File: src/rtl/muldiv_seq_unit.sv
// Sequential multiply / divide unit: shift-add MUL and restoring unsigned
// DIV/REM, one bit per cycle, with a valid/ready request and response pair.
//
// state | meaning
// IDLE  | waiting for a request; req_ready high
// MUL   | shift-add multiply, one multiplier bit per cycle
// DIV   | restoring divide, one quotient bit per cycle; an unsupported op
//       | also spends one cycle here so its response comes one edge later
// DONE  | result presented until resp_ready
//
// req_ready is also held low during the rst cycle itself; a request in that
// cycle is ignored anyway, so this only makes the handshake look consistent.
module muldiv_seq_unit #(
    parameter int N = 32
) (
    input  logic         clk,
    input  logic         rst,
    input  logic         req_valid,
    output logic         req_ready,
    input  logic [3:0]   req_op,
    input  logic [N-1:0] req_a,
    input  logic [N-1:0] req_b,
    output logic         resp_valid,
    input  logic         resp_ready,
    output logic [N-1:0] resp_o,
    output logic         resp_err,
    output logic         busy
);

    localparam int CW = $clog2(N + 1);
    localparam logic [CW-1:0] CNT_INIT = CW'(N);
    localparam logic [CW-1:0] CNT_ONE  = CW'(1);
    localparam logic [3:0] OP_MUL = 4'd13;
    localparam logic [3:0] OP_DIV = 4'd14;
    localparam logic [3:0] OP_REM = 4'd15;

    typedef enum logic [1:0] {IDLE, MUL, DIV, DONE} state_t;

    state_t        state_q, state_d;
    logic [3:0]    op_q, op_d;
    logic [N-1:0]  a_q, a_d;      // multiplicand (MUL) / dividend->quotient (DIV)
    logic [N-1:0]  b_q, b_d;      // multiplier (MUL) / divisor (DIV)
    logic [N-1:0]  acc_q, acc_d;  // product (MUL) / partial remainder (DIV)
    logic [CW-1:0] cnt_q, cnt_d;
    logic [N-1:0]  res_q, res_d;
    logic          err_q, err_d;

    logic [N:0]    shifted;
    logic [N:0]    diff;
    logic          qbit;
    logic [N-1:0]  rem_nx;
    logic [N-1:0]  quo_nx;
    logic [N-1:0]  prod_nx;
    logic          last;

    // State and datapath registers with synchronous reset.
    always_ff @(posedge clk) begin
        if (rst) begin
            state_q <= IDLE;
            op_q    <= '0;
            a_q     <= '0;
            b_q     <= '0;
            acc_q   <= '0;
            cnt_q   <= '0;
            res_q   <= '0;
            err_q   <= 1'b0;
        end else begin
            state_q <= state_d;
            op_q    <= op_d;
            a_q     <= a_d;
            b_q     <= b_d;
            acc_q   <= acc_d;
            cnt_q   <= cnt_d;
            res_q   <= res_d;
            err_q   <= err_d;
        end
    end

    // Next-state and one iteration of the shift-add / restoring-divide datapath.
    // With b = 0 the trial subtraction never goes negative, so the quotient
    // fills with ones and the remainder ends up equal to a without a special case.
    always_comb begin
        state_d = state_q;
        op_d    = op_q;
        a_d     = a_q;
        b_d     = b_q;
        acc_d   = acc_q;
        cnt_d   = cnt_q;
        res_d   = res_q;
        err_d   = err_q;

        shifted = {acc_q, a_q[N-1]};
        diff    = shifted - {1'b0, b_q};
        qbit    = ~diff[N];
        rem_nx  = qbit ? diff[N-1:0] : shifted[N-1:0];
        quo_nx  = {a_q[N-2:0], qbit};
        prod_nx = b_q[0] ? (acc_q + a_q) : acc_q;
        last    = (cnt_q == CNT_ONE);

        case (state_q)
            IDLE: begin
                if (req_valid) begin
                    op_d  = req_op;
                    a_d   = req_a;
                    b_d   = req_b;
                    acc_d = '0;
                    cnt_d = CNT_INIT;
                    if (req_op == OP_MUL) begin
                        state_d = MUL;
                        err_d   = 1'b0;
                    end else if (req_op == OP_DIV || req_op == OP_REM) begin
                        state_d = DIV;
                        err_d   = (req_b == '0);
                    end else begin
                        state_d = DIV;
                        cnt_d   = CNT_ONE;
                        err_d   = 1'b1;
                    end
                end
            end
            MUL: begin
                acc_d = prod_nx;
                a_d   = a_q << 1;
                b_d   = b_q >> 1;
                cnt_d = cnt_q - CNT_ONE;
                if (last) begin
                    res_d   = prod_nx;
                    state_d = DONE;
                end
            end
            DIV: begin
                acc_d = rem_nx;
                a_d   = quo_nx;
                cnt_d = cnt_q - CNT_ONE;
                if (last) begin
                    if (op_q == OP_REM)
                        res_d = rem_nx;
                    else if (op_q == OP_DIV)
                        res_d = quo_nx;
                    else
                        res_d = '0;
                    state_d = DONE;
                end
            end
            DONE: begin
                if (resp_ready)
                    state_d = IDLE;
            end
            default: state_d = IDLE;
        endcase
    end

    // Outputs are forced quiet while rst is high and outside DONE.
    always_comb begin
        req_ready  = (state_q == IDLE) && !rst;
        busy       = (state_q != IDLE) && !rst;
        resp_valid = (state_q == DONE) && !rst;
        resp_o     = resp_valid ? res_q : '0;
        resp_err   = resp_valid && err_q;
    end

endmodule

File: config.mk
export PLATFORM = sky130hd
export DESIGN_NAME = muldiv_seq_unit
export DESIGN_NICKNAME = d
export VERILOG_FILES = /design/src/rtl/muldiv_seq_unit.sv
export SDC_FILE = /design/constraint.sdc
export NUM_CORES = 1
export LEC_CHECK = 0
export ABC_AREA = 1
export CAP_MARGIN = 20
export CORE_MARGIN = 8
export CORE_UTILIZATION = 50
export DETAILED_ROUTE_END_ITERATION = 8
export PLACE_DENSITY_LB_ADDON = 0.25
export SLEW_MARGIN = 20
export SYNTH_ARGS = -nofsm -noshare
export SYNTH_HDL_FRONTEND = slang
export SYNTH_SLANG_ARGS = --single-unit
File: constraint.sdc
create_clock -name clk -period 3.1 [get_ports clk]
set_clock_uncertainty 0.1 [all_clocks]
set_input_delay 0.62 -clock clk [delete_from_list [all_inputs] [get_ports clk]]
set_output_delay 0.62 -clock clk [all_outputs]
set_load 0.03 [all_outputs]
==> impl_metrics.csv <==
group,metric,value,unit
clocking,htreeDepth,4,
synth,yosysMostFrequentCell,"nand2_1",
clocking,clk_latency,0.43,ns
global_routing,grt-ovfl-total,0,
worst_setup_path,cp-endpoint,"res_q[3]$_SDFFE_PP0P_",
placed_design,portBuffers,107,
synth,synth.area.top_cells,"dfxtp_1 (22%), nand2_1 (20%), inv_1 (10%)",
routing,antenna_left,0,
synth,synth-simple-area-share,0.361,
synth,synth-compound-area-share,0.186,
global_routing,grt_pass1_wl,71800,um
synth,yosys.area.top_type,"dfxtp_1",
synth,synth_area_per_cell,5.81,um^2
final_layout,layout.nets,2433,
worst_setup_path,cp_data_required_time,3.32,ns
pwr,irDropWorstVdd,566,uV
worst_setup_path,reg2reg_to,"res_q[3]$_SDFFE_PP0P_",
sta,drv_slew,0,
synth,syn_nets,2360,
worst_setup_path,r2r_slack,0.28,ns
worst_setup_path,crit_path_start,"a_q[31]$_SDFFE_PP0P_",
final_layout,area_growth_syn_to_layout,15.4,%
pwr,power,0.0115,W
outcome,status,"finished clean",
synth,synthArstFlopShare,0,
clocking,postCtsSetupBuffers,0,
routing,dr.pass1.iters,8,
clocking,cts_tree,"done",
clocking,clkSinkCount,141,
worst_setup_path,arrival,3.05,ns
global_routing,antenna_found_initial,0,
synth,netlist.area_leader.share,0.219,
sta,rsz0062_at_grt,"no",
worst_setup_path,crit_fanout,34,
final_layout,layout-drive-gt1-share,0.0648,
synth,synth-xor-area-share,0.0190,
pwr,p_int,0.00564,W
placed_design,dp.final_hpwl,34300,um
clocking,cts_buffer_depth,2,
synth,synth_top_family_by_area,"simple AND/OR/NAND/NOR gates",
die,initial_core_util,0.510,
clocking,ctsRootBufferMaster,"clkbuf_16",
synth,ys_seq_area_frac,0.219,
global_routing,grt_pass1_vias,13410,
die,coreArea,25300,um^2
sta,tightestPinTransition,1.04,ns
die,die_y,176,um
pwr,power.density,771,nW/um^2
synth,synth_common_cells,"nand2_1 (697), inv_1 (352), a21oi_1 (187), nor2_1 (151), dfxtp_1 (141)",
routing,vias,14376,
routing,drc,0,
clocking,hold_buffers,0,
sta,hold_viol,0,
synth,synthMuxAreaShare,0,
sta,relSlewSlack,0.308,
global_routing,grtUsageTotal,0.286,
worst_setup_path,ff2ff_path_depth,17,
routing,routedWlPerCell,17.0,um
synth,synthFlopType,"dfxtp_1",
synth,synth_fa_ha_area_frac,0.0711,
clocking,numCtsBuffers,17,
sta,fin_crit_sh,0.911,
worst_setup_path,worstReg2RegStart,"a_q[31]$_SDFFE_PP0P_",
die,row_count,58,
sta,setup_viol,0,
clocking,cts_resized,0,
synth,synth-seq-cells,141,
clocking,path_clk_slew,0.06,ns
worst_setup_path,critPathLaunchType,"flip-flop",
synth,synth-edff-count,0,
synth,netlist_instances,2216,
routing,routed_wl,44700,um
placed_design,globalplace.congestion,0.971,
final_layout,num_antenna_cells,0,
sta,tns,0,ns
routing,routed_via_density,5.46,
die,die_w,176,um
flow_run,max_cap_viol_count,0,
pwr,switching_share,0.507,
synth,syn_area,12900,um^2
synth,synth.distinct_cells,45,
synth,synth_warnings,0,
die,io-pin-count,108,
pwr,leakagePower,7.82,nW
pwr,p_seq_frac,0.243,
global_routing,grt_max_degree,65,
sta,min_period,2.82,ns
pwr,p_comb_frac,0.565,
worst_setup_path,worstSetupEndpointType,"flip-flop",
die,die-area,31100,um^2
worst_setup_path,critical_path_class,"flip-flop to flip-flop",
pwr,p_sw,0.00581,W
routing,drtIter0Drc,1479,
pwr,clockPowerShare,0.192,
sta,max_freq,354,MHz
hold_path,hold_class,"flip-flop to flip-flop",
[per-stage QoR]
| step | setup WS, ns | instances | util | hold WS, ns | area, um^2 |
|---|---|---|---|---|---|
| global placement | 0.288 | 2600 | 0.560 | 0.357 | 14100 |
| CTS | 0.0239 | 2631 | 0.584 | 0.374 | 14800 |
| detailed placement | 0.208 | 2600 | 0.560 | 0.366 | 14100 |
| global route | 0.0101 | 2631 | 0.588 | 0.405 | 14900 |
| floorplan | 0.322 | 2216 | - | 0.346 | 12900 |
| finish | 0.276 | 2631 | 0.588 | 0.372 | 14900 |
[flip-flops by register name, indices dropped and copies added, names as in the netlist]
signal,flops
err_q,1
state_q,2
cnt_q,6
res_q,32
a_q,32
op_q,4
b_q,32
acc_q,32
[how the worst min path moves through the flow]
stage                          from                   end  slack (ns)  depth (start not counted)
2_1_floorplan  op_q[0]$_SDFFE_PP0P_  op_q[0]$_SDFFE_PP0P_        0.35                          2
3_3_place_gp   op_q[0]$_SDFFE_PP0P_  op_q[0]$_SDFFE_PP0P_        0.36                          2
3_5_place_dp   op_q[0]$_SDFFE_PP0P_  op_q[0]$_SDFFE_PP0P_        0.37                          2
4_1_cts        op_q[0]$_SDFFE_PP0P_  op_q[0]$_SDFFE_PP0P_        0.37                          2
5_1_grt        op_q[2]$_SDFFE_PP0P_  op_q[2]$_SDFFE_PP0P_        0.41                          2
6_report       op_q[0]$_SDFFE_PP0P_  op_q[0]$_SDFFE_PP0P_        0.37                          2
[power groups by stage]
stage               clock network (W)  registers (W)  logic (W)
floorplan                           0        0.00262    0.00475
global placement                    0        0.00280    0.00629
detailed placement                  0        0.00281    0.00632
CTS                           0.00220        0.00277    0.00636
global route                  0.00228        0.00284    0.00721
finish                        0.00220        0.00278    0.00648
[cell usage in the layout (no fill, tap or decap), types with 31 or more instances in the layout]
| master | Yosys | layout |
|---|---|---|
| o21ai_0 | 136 | 136 |
| dlymetal6s2s_1 | 0 | 33 |
| clkdlybuf4s50_1 | 0 | 73 |
| nand2_1 | 697 | 697 |
| a22oi_1 | 31 | 31 |
| nand3_1 | 134 | 134 |
| dfxtp_1 | 141 | 141 |
| buf_4 | 3 | 31 |
| a21oi_1 | 187 | 187 |
| nand2_2 | 35 | 35 |
| nor2_1 | 151 | 149 |
| ha_1 | 70 | 69 |
| inv_1 | 352 | 351 |
[cells by family (layout without fill, tap and decap cells)]
group / Yosys count / in the layout
fa+ha+maj: 72 / 72
compound gates: 426 / 426
simple gates: 1102 / 1102
buf+inv: 447 / 532
xor+xnor: 28 / 28
flops: 141 / 141
[critical path, stage by stage, from the launching register on]
cell	delay [ns]
dfxtp_1	0.33
inv_1	0.08
ha_1	0.15
inv_1	0.08
fa_1	0.46
nand3_2	0.10
nand3_2	0.09
nand2_1	0.09
nand2_2	0.07
nand2_2	0.07
nand2_2	0.06
nand2_2	0.08
nand3_1	0.17
nand2_8	0.31
nand2_1	0.11
nand3_1	0.12
nor2_1	0.06
o21a_1	0.20
[layout make-up]
cell class / instances / area, um^2
Multi-Input combinational cell: 1628 / 8240
Tap cell: 330 / 413
Sequential cell: 141 / 2820
Inverter: 361 / 1360
Timing Repair Buffer: 140 / 1420
Fill cell: 2552 / 10400
Clock inverter: 10 / 138
Clock buffer: 21 / 470
[routing by layer]
layer / part of all wire / track usage / up-vias
met5: 0 / 0 / -
li1: - / - / 7201
met4: 0.020 / 0.0844 / 0
met3: 0.079 / 0.0485 / 63
met1: 0.45 / 0.392 / 6536
met2: 0.45 / 0.452 / 576
Power figures use the tool's default switching activity.
